**src/rtl/uart_pkg.sv**
```systemverilog
// Shared UART definitions used by both the transmit and receive paths.
// Holds the frame FSM states, data width and line levels.
package uart_pkg;

    localparam int   UART_DATA_BITS   = 8;
    localparam logic UART_IDLE_LEVEL  = 1'b1;
    localparam logic UART_START_LEVEL = 1'b0;
    localparam logic UART_STOP_LEVEL  = 1'b1;

    typedef enum logic [1:0] {
        UART_IDLE,
        UART_START,
        UART_DATA,
        UART_STOP
    } uart_state_e;

    typedef logic [UART_DATA_BITS-1:0] uart_byte_t;

endpackage

```
**src/rtl/uart_tx_fifo.sv**
```systemverilog
// Single-clock byte FIFO feeding the UART transmit FSM.
// Pushes are refused while full and pops while empty, so callers may request freely.
module uart_tx_fifo
    import uart_pkg::*;
#(
    parameter int DEPTH = 8
) (
    input  logic                     clk,
    input  logic                     rst,
    input  logic                     push,
    input  uart_byte_t               wr_data,
    input  logic                     pop,
    output uart_byte_t               rd_data,
    output logic                     full,
    output logic                     empty,
    output logic [$clog2(DEPTH):0]   count
);

    localparam int PTR_W = $clog2(DEPTH);
    localparam int CNT_W = PTR_W + 1;

    uart_byte_t             mem_q [DEPTH];
    logic [PTR_W-1:0]       wr_ptr_q, wr_ptr_d;
    logic [PTR_W-1:0]       rd_ptr_q, rd_ptr_d;
    logic [CNT_W-1:0]       count_q, count_d;
    logic                   push_ok;
    logic                   pop_ok;

    assign full    = (count_q == CNT_W'(DEPTH));
    assign empty   = (count_q == '0);
    assign count   = count_q;
    assign rd_data = mem_q[rd_ptr_q];
    assign push_ok = push && !full;
    assign pop_ok  = pop && !empty;

    always_comb begin
        // NOTE: every output gets a default before any branch, so no path can infer a latch.
        wr_ptr_d = wr_ptr_q;
        rd_ptr_d = rd_ptr_q;
        count_d  = count_q;
        if (push_ok) begin
            wr_ptr_d = wr_ptr_q + PTR_W'(1);
        end
        if (pop_ok) begin
            rd_ptr_d = rd_ptr_q + PTR_W'(1);
        end
        case ({push_ok, pop_ok})
            2'b10:   count_d = count_q + CNT_W'(1);
            2'b01:   count_d = count_q - CNT_W'(1);
            default: count_d = count_q;
        endcase
    end

    always_ff @(posedge clk) begin
        // NOTE: state registers use non-blocking assignments so every flop samples pre-edge values.
        if (rst) begin
            wr_ptr_q <= '0;
            rd_ptr_q <= '0;
            count_q  <= '0;
        end else begin
            wr_ptr_q <= wr_ptr_d;
            rd_ptr_q <= rd_ptr_d;
            count_q  <= count_d;
        end
    end

    // NOTE: storage is deliberately not reset; the pointers and count alone decide which entries are valid.
    always_ff @(posedge clk) begin
        if (push_ok) begin
            mem_q[wr_ptr_q] <= wr_data;
        end
    end

endmodule

```
**src/rtl/uart_tx_framer.sv**
```systemverilog
// 8N1 UART transmitter: buffers producer bytes and serialises them LSB first onto txd.
// Frames run back to back while the FIFO has data; txd is a registered output.
module uart_tx_framer
    import uart_pkg::*;
#(
    parameter int CLKS_PER_BIT = 16,
    parameter int FIFO_DEPTH   = 8
) (
    input  logic                          clk,
    input  logic                          rst,
    input  logic [7:0]                    tx_data,
    input  logic                          tx_valid,
    output logic                          tx_ready,
    output logic                          txd,
    output logic                          busy,
    output logic [$clog2(FIFO_DEPTH):0]   fifo_count
);

    localparam int                BAUD_W    = $clog2(CLKS_PER_BIT);
    localparam logic [BAUD_W-1:0] BAUD_LAST = BAUD_W'(CLKS_PER_BIT - 1);
    localparam int                IDX_W     = $clog2(UART_DATA_BITS);
    localparam logic [IDX_W-1:0]  IDX_LAST  = IDX_W'(UART_DATA_BITS - 1);

    uart_state_e        state_q, state_d;
    logic [BAUD_W-1:0]  baud_q, baud_d;
    logic [IDX_W-1:0]   bit_idx_q, bit_idx_d;
    uart_byte_t         shift_q, shift_d;
    logic               txd_q, txd_d;

    logic               fifo_pop;
    logic               fifo_full;
    logic               fifo_empty;
    uart_byte_t         fifo_head;
    logic               bit_end;

    uart_tx_fifo #(
        .DEPTH (FIFO_DEPTH)
    ) u_fifo (
        .clk     (clk),
        .rst     (rst),
        .push    (tx_valid),
        .wr_data (tx_data),
        .pop     (fifo_pop),
        .rd_data (fifo_head),
        .full    (fifo_full),
        .empty   (fifo_empty),
        .count   (fifo_count)
    );

    assign bit_end  = (baud_q == BAUD_LAST);
    assign tx_ready = !fifo_full;
    assign txd      = txd_q;
    assign busy     = (state_q != UART_IDLE) || !fifo_empty;

    always_comb begin
        state_d   = state_q;
        baud_d    = bit_end ? '0 : baud_q + BAUD_W'(1);
        bit_idx_d = bit_idx_q;
        shift_d   = shift_q;
        txd_d     = txd_q;
        fifo_pop  = 1'b0;

        case (state_q)
            UART_IDLE: begin
                baud_d = '0;
                txd_d  = UART_IDLE_LEVEL;
                if (!fifo_empty) begin
                    fifo_pop = 1'b1;
                    shift_d  = fifo_head;
                    txd_d    = UART_START_LEVEL;
                    state_d  = UART_START;
                end
            end

            UART_START: begin
                if (bit_end) begin
                    txd_d     = shift_q[0];
                    bit_idx_d = '0;
                    state_d   = UART_DATA;
                end
            end

            UART_DATA: begin
                if (bit_end) begin
                    if (bit_idx_q == IDX_LAST) begin
                        txd_d   = UART_STOP_LEVEL;
                        state_d = UART_STOP;
                    end else begin
                        // The line already carries shift_q[0]; the next bit is shift_q[1].
                        shift_d   = shift_q >> 1;
                        txd_d     = shift_q[1];
                        bit_idx_d = bit_idx_q + IDX_W'(1);
                    end
                end
            end

            UART_STOP: begin
                if (bit_end) begin
                    if (!fifo_empty) begin
                        fifo_pop = 1'b1;
                        shift_d  = fifo_head;
                        txd_d    = UART_START_LEVEL;
                        state_d  = UART_START;
                    end else begin
                        txd_d   = UART_IDLE_LEVEL;
                        state_d = UART_IDLE;
                    end
                end
            end

            default: begin
                txd_d   = UART_IDLE_LEVEL;
                state_d = UART_IDLE;
            end
        endcase
    end

    always_ff @(posedge clk) begin
        if (rst) begin
            state_q   <= UART_IDLE;
            baud_q    <= '0;
            bit_idx_q <= '0;
            shift_q   <= '0;
            txd_q     <= UART_IDLE_LEVEL;
        end else begin
            state_q   <= state_d;
            baud_q    <= baud_d;
            bit_idx_q <= bit_idx_d;
            shift_q   <= shift_d;
            txd_q     <= txd_d;
        end
    end

endmodule

```
**config.mk**
```make
export PLATFORM = sky130hd
export DESIGN_NAME = uart_tx_framer
export DESIGN_NICKNAME = d
export VERILOG_FILES = /design/src/rtl/uart_pkg.sv /design/src/rtl/uart_tx_fifo.sv /design/src/rtl/uart_tx_framer.sv
export SDC_FILE = /design/constraint.sdc
export NUM_CORES = 1
export LEC_CHECK = 0
export CORE_UTILIZATION = 44
export DETAILED_ROUTE_END_ITERATION = 16
export PLACE_DENSITY = 0.58
export SLEW_MARGIN = 20
export SYNTH_ARGS = -nofsm -noshare
export SYNTH_HDL_FRONTEND = slang
export SYNTH_SLANG_ARGS = --single-unit
export TNS_END_PERCENT = 100
```
**constraint.sdc**
```tcl
create_clock -name clk -period 7.3 [get_ports clk]
set_input_delay 1.095 -clock clk [delete_from_list [all_inputs] [get_ports clk]]
set_output_delay 1.095 -clock clk [all_outputs]
set_load 0.05 [all_outputs]
```
Word level (Yosys, flattened, before mapping). Memory sizes are Yosys's and may differ from the RTL's. A register that Yosys moved wholly into a read port is not among the register bits. Index checks and enable logic that the tools add are counted.

Flip-flop bits (word level): 28. Memory bits (writable): 64. Output and inout bits: 7. Logic and storage cells: 75. Memories: 1.

Memory list: u_fifo.mem_q (words 8, bits a word 8, rd ports 1, clocked after Yosys merged registers in 1, write ports 1, line uart_tx_fifo.sv:22) `uart_byte_t mem_q [DEPTH];`.

Add/subtract/negate cells: 6. Equality and inequality tests: 14. Mux-type cells: 30. Reductions and logical operators: 16.

Operators with widths (number): $mux W8 (4); $pmux W8 S3 (1); $mux W3 (5); $ne A2 B2 Y1 const B (6); $mux W1 (10); $mux W2 (5); $add A3 B1 Y3 const B (3); $add A4 B1 Y4 const B (2); $eq A4 B4 Y1 const B (2); $pmux W2 S4 (1); $pmux W4 S2 (1); $reduce_and A4 Y1 (2); $eq A2 B2 Y1 const B (3); $pmux W3 S2 (1); $reduce_bool A2 Y1 (3); $reduce_and A5 Y1 (1); $eq A2 B1 Y1 const B (2); $logic_not A4 Y1 (1); $pmux W1 S4 (1); $sub A4 B1 Y4 const B (1); $eq A3 B3 Y1 const B (1); $reduce_and A3 Y1 (1); $reduce_bool A3 Y1 (1); $reduce_or A3 Y1 (1); other kinds (5) (7).

Longest topological paths before layout. Gate-level depths: netlist of run 1.

Depth after elaboration: 7. Depth in mapped cells: 11. Mapped depth without buffers: 11.

By module. A second synthesis of run 1 with hierarchy kept.

Cell total of the unflattened synthesis: 280. Area, all modules: 4192.8 um^2.

Modules (own cells, without submodules): uart_tx_fifo (times used 1, cells an instance 167, area an instance 3150.5 um^2, seq. area each 2182.1 um^2); uart_tx_framer (times used 1, cells an instance 113, area an instance 1042.2 um^2, seq. area each 360.3 um^2).

Least setup slack after synthesis of run 1. No wires, ideal clock.

Path type: reg-to-reg. Start point: reg u_fifo.count_q[1], in the netlist u_fifo.count[1]. End point: reg u_fifo.count_q[2], in the netlist u_fifo.count[2]. Library setup time: 0.071 ns. Arrival: 3.021 ns. Path slack: 4.209 ns. Stages on the path, launching flop included: 12. Path buffers: 2. Period minus slack after synthesis: 3.091 ns. Cells stage by stage: dfxtp_1 buf_2 or4b_1 clkbuf_1 nand2_2 ha_1 xor2_1 ha_1 a21oi_1 xor2_1 or3_1 a21oi_1.

RTL lines: from (decl) (line uart_tx_fifo.sv:25) `logic [CNT_W-1:0] count_q, count_d;`; from (signal assigned) (line uart_tx_fifo.sv:63) `count_q <= count_d;`; $eq A4 B4 Y1 * (line uart_tx_fifo.sv:29) `assign full = (count_q == CNT_W'(DEPTH));`; $logic_not A1 Y1 *; named net tx_ready (line uart_tx_framer.sv:13) `output logic tx_ready,`; $logic_and A1 B1 Y1 * (line uart_tx_fifo.sv:33) `assign push_ok = push && !full;`; $eq A2 B1 Y1 / $eq A2 B2 Y1 (equally long branches) (line uart_tx_fifo.sv:47) `case ({push_ok, pop_ok})`; $pmux W4 S2 / $reduce_bool A2 Y1 (equally long branches).

The timed path passes the listed nets; every way through them passes the cells marked *. A chain may end at the register's enable or synchronous reset.

Worst setup path after layout of run 1.
Start point: reg u_fifo.count_q[1], in the netlist u_fifo.count[1]. End point: out tx_ready.

Longest elaborated chain between the ends: 2.

RTL lines: $eq A4 B4 Y1 (line uart_tx_fifo.sv:29); $logic_not A1 Y1 (line uart_tx_framer.sv:51) `assign tx_ready = !fifo_full;`; to (decl) (line uart_tx_framer.sv:13).

No other way between the ends.

==> results of run 1 <==
-- power by group through the flow --
stage	Combinational (uW)	Sequential, uW	Clock [uW]
4_1_cts	619	689	356
3_3_place_gp	610	700	0
5_1_grt	673	697	375
6_report	613	689	345
3_5_place_dp	617	702	0
2_1_floorplan	456	723	0
-- layer usage --
| layer | GRT usage, % | vias up | routed length, um |
|---|---|---|---|
| met5 | 0 | - | 0 |
| met2 | 25.31 | 35 | 3324 |
| li1 | - | 1107 | - |
| met4 | 5.594 | 0 | 102 |
| met1 | 21.71 | 1125 | 3439 |
| met3 | 4.317 | 10 | 228 |
-- cell type report --
type | count | area, sq um
Timing Repair Buffer | 19 | 185.2
Clock buffer | 9 | 123.9
Multi-Input combinational cell | 157 | 1400
Sequential cell | 95 | 2542
Inverter | 11 | 41.29
Clock inverter | 7 | 81.33
Fill cell | 756 | 4297
Tap cell | 108 | 135.1
-- critical path: cells and delay by family (launching register included) --
family                 cells  cell delay, ns
and+or+nand+nor            1            0.66
buffers and inverters      1            0.75
DFF                        1            0.43
-- kinds of logic (layout without fill, tap and decap cells) --
kind of cell / after synthesis / count (layout)
AOI/OAI and AO/OA: 52 / 52
buffers and inverters: 23 / 46
and+or+nand+nor: 62 / 62
adders and majority gates: 13 / 13
xor gates and xnor gates: 9 / 9
muxes: 21 / 21
DFF: 95 / 95
-- worst max path at each step --
stage | slack, ns | start | cells past startpoint | endpoint
final | 3.99 | u_fifo.count[1] | 2 | tx_ready
after global placement | 4.14 | tx_valid | 9 | u_fifo.count[2]
after CTS | 3.97 | u_fifo.count[1] | 2 | tx_ready
after detailed placement | 4.11 | tx_valid | 9 | u_fifo.count[2]
after global routing | 3.90 | u_fifo.count[0] | 3 | busy
after floorplan | 4.21 | u_fifo.count[1] | 11 | u_fifo.count[2]
-- sequential cells by signal, indices dropped and copies added (netlist names), named ones only --
register	cells
shift_q	8
state_q	2
u_fifo.mem_q	64
bit_idx_q	3
baud_q	4
txd	1
u_fifo.wr_ptr_q	3
u_fifo.count	4
u_fifo.rd_ptr_q	3
-- cells in the final DEF, fill, tap and decap left out, types with 3 or more instances in the layout --
master	Yosys	routed
nand2b_1	3	3
nor2_1	18	18
a31oi_1	3	3
nand2_1	6	6
nor3_2	0	3
ha_1	13	13
dfxtp_1	31	31
xnor2_1	3	3
o22ai_1	6	6
xor2_1	6	6
a21oi_1	16	16
o21ai_0	7	7
nor2b_1	3	3
nand3_1	6	6
inv_1	11	11
clkbuf_8	0	9
mux4_2	15	15
mux2i_1	5	5
a22o_1	6	6
nand4_1	3	3
clkdlybuf4s50_1	0	17
edfxtp_1	64	64
-- through the flow --
stage	utilization, %	instances	power (uW)
global placement	48.71	390	1310
CTS	51.04	406	1664
global route	51.21	406	1745
floorplan	-	275	1179
detailed placement	48.71	390	1319
finish	51.21	406	1647
==> Implementation_results.wiki, run 1 <==
{| class="wikitable"
! Metric !! Value
|-
| Design area || 0.004509 sq mm
|-
| Instance area at placement || 0.004289 sq mm
|-
| Post-synthesis cell area || 0.004029 sq mm
|-
| Biggest area contributors in the synthesized netlist || edfxtp_1 (48%), dfxtp_1 (15%), mux4_2 (8.4%)
|-
| Max frequency || 0.3018 GHz
|-
| Final setup slack of the worst path || 3.986 ns
|-
| Hold violation total from the final report || 0
|-
| Mean number of vias per cell || 5.608
|-
| Drt initial violations || 95
|-
| Post-synthesis xor/xnor area fraction || 1.957%
|-
| IR Drop Worst-Case VDD || 127.6 uV
|-
| Most used flip-flop cell after synthesis || edfxtp_1
|-
| Sequential element share of the synthesized area || 63.11%
|-
| Estimated wirelength of the detail-placed design || 4833 um
|-
| Die Outline Area || 0.009543 sq mm
|-
| Number of cells on the worst reg-to-reg path || 10
|-
| Setup repair after global routing missed its margin || false
|-
| Average detailed-routed wire length per instance || 17.48 um
|-
| Core Footprint || 0.008806 sq mm
|-
| Top-count cell post-synth || edfxtp_1
|-
| Number of antenna repair diodes || 0
|-
| Number of pins with negative max-slew slack in the final report || 0
|-
| Violated checks || design-rule violations
|-
| Slack of the worst reg-to-reg path || 4.35 ns
|-
| Vertical extent of the die || 97.69 um
|-
| Main combinational cell family by area after synthesis || multiplexers
|-
| H-Tree Depth || 3
|-
| # resized after CTS || 0
|-
| Type of the worst setup path || flop to output port
|-
| Net switching power || 608.6 uW
|-
| Clock tree from TritonCTS || done
|-
| Worst Setup End Kind || output port
|-
| Maximum root-to-sink buffer count || 2
|-
| Top cell type's share of synthesized area || 47.70%
|-
| Post-synthesis net count || 299
|-
| Worst setup timing slack at the placement stage || 4.113 ns
|-
| Share of async-settable or async-resettable flops after synthesis || 0%
|-
| Global placer's final weighted congestion || 0.7248
|-
| Clock latency reported for the late side of the worst-skew pair || 0.37 ns
|-
| Clk root buf || clkbuf_8
|-
| Initial antenna violation count || 0
|-
| Setup tns final || 0 ns
|-
| Max transition margin || 32.60%
|-
| Share of synthesized cell area in and, or, nand and nor gates || 9.068%
|-
| Origin of the worst min-delay path || baud_q[0]
|-
| Wire length of the first global-routing pass || 11560 um
|-
| Clk sink count || 95
|-
| Path class of the lowest-slack min-delay path || flop to flop
|-
| Net switching fraction of the power || 36.96%
|-
| Compound-Gate Fraction of Synth Area || 9.255%
|-
| Port buffer count || 17
|-
| Pin count of the biggest net entering global routing || 22
|-
| Result of the run || complete, but fails checks
|-
| Count of distinct cell types in the synthesized netlist || 52
|-
| Internal cell power || 1038 uW
|-
| Layout overhead on the synthesized area || 11.93%
|-
| TritonCTS buffer count || 9
|-
| Post-Route WL || 7095 um
|-
| Critical path peak fanout || 10
|-
| Syn Area/Cell || 14.65 sq um
|-
| Routed via count || 2277
|-
| Detailed-routing iteration count for the pre-antenna-repair pass || 10
|-
| Data arrival, critical path || 2.22 ns
|-
| Hold Path End || baud_q[0]
|-
| Count of yosys warnings during synthesis || 0
|-
| Vias in the first global route || 2276
|-
| Reg-to-reg critical path startpoint || state_q[1]
|-
| Aggregate global routing overflow || 0
|-
| Part of the power in the clock network || 21.0%
|-
| Global router's overall resource usage || 16.15%
|-
| Post-synthesis adder-cell area fraction || 4.037%
|-
| Maximum capacitance violations || 0
|-
| Leak Pwr || 0.001502 uW
|-
| Post-synthesis cell count || 275
|-
| Register clock-pin slew on the reported worst setup and hold paths || 0.10 ns
|-
| Min Tclk post-route || 3.314 ns
|-
| Critical path data required time || 6.20 ns
|-
| Longest individual stage delay on the worst path || 0.75 ns
|-
| CP Launch Type || flop
|-
| Number of synthesized flops with an enable pin || 64
|-
| Cell-by-cell listing of the critical path || or4b_1 -> clkdlybuf4s50_1
|-
| Commonest cells in the netlist || edfxtp_1 (64), dfxtp_1 (31), nor2_1 (18)
|-
| Total power density per cell area || 365.2 mW/mm^2
|-
| Floorplan row count || 34
|-
| # DRC || 2
|-
| WHS || 0.4514 ns
|-
| Fraction of layout cells with a size suffix above 1 || 16.44%
|-
| Setup-violating endpoint count in the final report || 0
|-
| Master of the slowest instance on the critical path || clkdlybuf4s50_1
|-
| Flip-flop and latch count after synthesis || 95
|-
| Starting density of the core || 45.75%
|-
| Multiplexer share of the synthesized area || 9.907%
|-
| Sequential Power Share || 41.8%
|-
| Cell taking the most area after synthesis || edfxtp_1
|-
| Transition time at the pin with the least slew margin || 1.003 ns
|-
| Post-CTS setup repair buffer count || 0
|-
| Num ports || 18
|-
| Die outline width || 97.69 um
|-
| Portion of the clock cycle consumed by the worst path in the final layout || 45.40%
|-
| Number of nets in the layout || 317
|-
| Endpoint of the worst-slack reg-to-reg timing path || u_fifo.count[2]
|-
| Antenna Nets Post-Route || 0
|-
| Hold path depth || 1
|-
| Worst clock skew || 0.01238 ns
|-
| Hold-fix buffers, CTS || 0
|-
| Combinational Power Share || 37.2%
|}
(Power assumes the default switching activity.)
==> run 2: changes to the inputs <==
--- a/config.mk
+++ b/config.mk
@@ -7,7 +7,7 @@
 export LEC_CHECK = 0
 export CORE_UTILIZATION = 44
 export DETAILED_ROUTE_END_ITERATION = 16
-export PLACE_DENSITY = 0.58
+export PLACE_DENSITY = 0.6
 export SLEW_MARGIN = 20
 export SYNTH_ARGS = -nofsm -noshare
 export SYNTH_HDL_FRONTEND = slang
==> constraint.sdc (replaced) <==
create_clock -name clk -period 2.8 [get_ports clk]
set_input_delay 0.42 -clock clk [delete_from_list [all_inputs] [get_ports clk]]
set_output_delay 0.42 -clock clk [all_outputs]
set_load 0.05 [all_outputs]
==> Implementation_results.wiki, run 2 (same netlist as run 1, synthesis figures left out) <==
{| class="wikitable"
! Metric !! Value
|-
| Antenna Nets Post-Route || 0 (unchanged)
|-
| Largest register by flop count || u_fifo.mem_q
|-
| Max frequency || 0.3917 GHz
|-
| Register clock-pin slew on the reported worst setup and hold paths || 0.10 ns (about the same)
|-
| Top flop regs || u_fifo.mem_q x64, shift_q x8
|-
| Maximum capacitance violations || 0 (unchanged)
|-
| Number of antenna repair diodes || 0 (unchanged)
|-
| Global router's overall resource usage || 16.72% (+0.57 points)
|-
| Critical path peak fanout || 10 (unchanged)
|-
| H-Tree Depth || 3 (unchanged)
|-
| Portion of the clock cycle consumed by the worst path in the final layout || 91.18%
|-
| Leak Pwr || 0.001573 uW (+4.7%)
|-
| Post-Route WL || 7279 um (+2.6%)
|-
| Most common cell after layout, fill and taps aside || edfxtp_1
|-
| Core Footprint || 0.008806 sq mm (unchanged)
|-
| Die outline width || 97.69 um (unchanged)
|-
| # DRC || 2 (unchanged)
|-
| WHS || 0.4575 ns (+0.006078 ns)
|-
| Floorplan row count || 34 (unchanged)
|-
| Detailed-routing iteration count for the pre-antenna-repair pass || 10 (unchanged)
|-
| Num ports || 18 (unchanged)
|-
| Global placer's final weighted congestion || 0.7281 (+0.46%)
|-
| Clk root buf || clkbuf_8
|-
| Routed via count || 2319 (+1.8%)
|-
| Maximum root-to-sink buffer count || 2 (unchanged)
|-
| IR Drop Worst-Case VDD || 444.9 uV (+250%)
|-
| Average detailed-routed wire length per instance || 17.33 um (-0.83%)
|-
| Port buffer count || 17 (unchanged)
|-
| Setup tns final || 0 ns (unchanged)
|-
| Total power density per cell area || 960.7 mW/mm^2 (+160%)
|-
| Slack of the worst reg-to-reg path || 0.25 ns (-4.10 ns)
|-
| Die Outline Area || 0.009543 sq mm (unchanged)
|-
| Worst clock skew || 0.01386 ns (+0.001471 ns)
|-
| Clock latency reported for the late side of the worst-skew pair || 0.37 ns (about the same)
|-
| Violated checks || design-rule violations
|-
| Estimated wirelength of the detail-placed design || 4735 um (-2.0%)
|-
| Result of the run || complete, but fails checks
|-
| TritonCTS buffer count || 9 (unchanged)
|-
| Vertical extent of the die || 97.69 um (unchanged)
|-
| Flip-flop count of the largest register, all copies and words added || 64 (unchanged)
|-
| Number of nets in the layout || 331 (+4.4%)
|-
| Max transition margin || 50.58% (+18 points)
|-
| Drt initial violations || 89 (-6.3%)
|-
| Critical path data required time || 2.38 ns (-3.82 ns)
|-
| Clock tree from TritonCTS || done
|-
| Initial antenna violation count || 0 (unchanged)
|-
| Worst Setup End Kind || output port
|-
| Mean number of vias per cell || 5.521 (-1.6%)
|-
| Min Tclk post-route || 2.553 ns
|-
| Clk sink count || 95 (unchanged)
|-
| Setup repair after global routing missed its margin || false
|-
| Data arrival, critical path || 2.13 ns (-0.09 ns)
|-
| Transition time at the pin with the least slew margin || 0.7403 ns (-0.2623 ns)
|-
| Hold-fix buffers, CTS || 0 (unchanged)
|-
| Setup-violating endpoint count in the final report || 0 (unchanged)
|-
| Post-CTS setup repair buffer count || 0 (unchanged)
|-
| Highest-count cells in the layout ignoring fill and taps || edfxtp_1 (64), dfxtp_1 (29), nor2_1 (18)
|-
| Aggregate global routing overflow || 0 (unchanged)
|-
| Power after layout || 4425 uW (+170%)
|-
| Path class of the lowest-slack min-delay path || flop to flop
|-
| Starting density of the core || 45.75% (unchanged)
|-
| Number of pins with negative max-slew slack in the final report || 0 (unchanged)
|-
| Vias in the first global route || 2243 (-1.4%)
|-
| Wire length of the first global-routing pass || 11790 um (+2.0%)
|-
| CP Launch Type || flop
|-
| Hold violation total from the final report || 0 (unchanged)
|-
| Type of the worst setup path || flop to output port
|-
| Layout overhead on the synthesized area || 14.32%
|-
| Pin count of the biggest net entering global routing || 20 (-9.1%)
|-
| Fraction of layout cells with a size suffix above 1 || 19.55% (+3.1 points)
|-
| # resized after CTS || 0 (unchanged)
|}
run 2: cell type report:
class                           count  area, sq um
Sequential cell                    95         2545
Inverter                           11        41.29
Timing Repair Buffer               33        290.3
Multi-Input combinational cell    157         1379
Clock inverter                      7        91.34
Clock buffer                        9        123.9
Fill cell                         750         4200
Tap cell                          108        135.1
run 2: through the flow:
step	setup WS [ns]	util (%)	std cells	area (sq um)
global placement	0.3445	49.86	404	4390
finish	0.2469	52.30	420	4606
detailed placement	0.2657	49.86	404	4390
CTS	0.2427	52.30	420	4606
floorplan	0.06656	-	275	4035
global route	0.008017	52.30	420	4606
run 2: final timing paths:
check	endpoint	start	depth (start not counted)
hold reg to reg	baud_q[0]	baud_q[0]	1
setup / recovery	tx_ready	u_fifo.count[1]	2
hold / removal	baud_q[0]	baud_q[0]	1
setup reg to reg	u_fifo.count[2]	u_fifo.count[1]	9
run 2: worst max-delay path: stages, from the launching register on:
cell and delay [ns]:
dfxtp_2 0.39, or4b_1 0.63, clkdlybuf4s50_1 0.75
run 2: report_power, final:
group	total, uW	internal [uW]	switching (uW)
registers	1770	1660	103
logic	1700	752	949
clock network	957	441	516
run 2: routing by layer:
metal / part of all wire [%] / vias to the layer above / routed length (um) / GRT usage (%)
met5: 0 / - / 0 / 0
met4: 1.4 / 0 / 100 / 5.594
met3: 3.7 / 11 / 271 / 4.173
met2: 48 / 36 / 3501 / 27.22
met1: 47 / 1137 / 3405 / 21.89
li1: - / 1135 / - / -
==> run 3: changes to the inputs <==
--- a/config.mk
+++ b/config.mk
@@ -7,7 +7,6 @@
 export LEC_CHECK = 0
 export CORE_UTILIZATION = 44
 export DETAILED_ROUTE_END_ITERATION = 16
-export PLACE_DENSITY = 0.6
 export SLEW_MARGIN = 20
 export SYNTH_ARGS = -nofsm -noshare
 export SYNTH_HDL_FRONTEND = slang
==> results of run 3 <==
The final DEF is identical to that of run 2; final timing and power are the same.
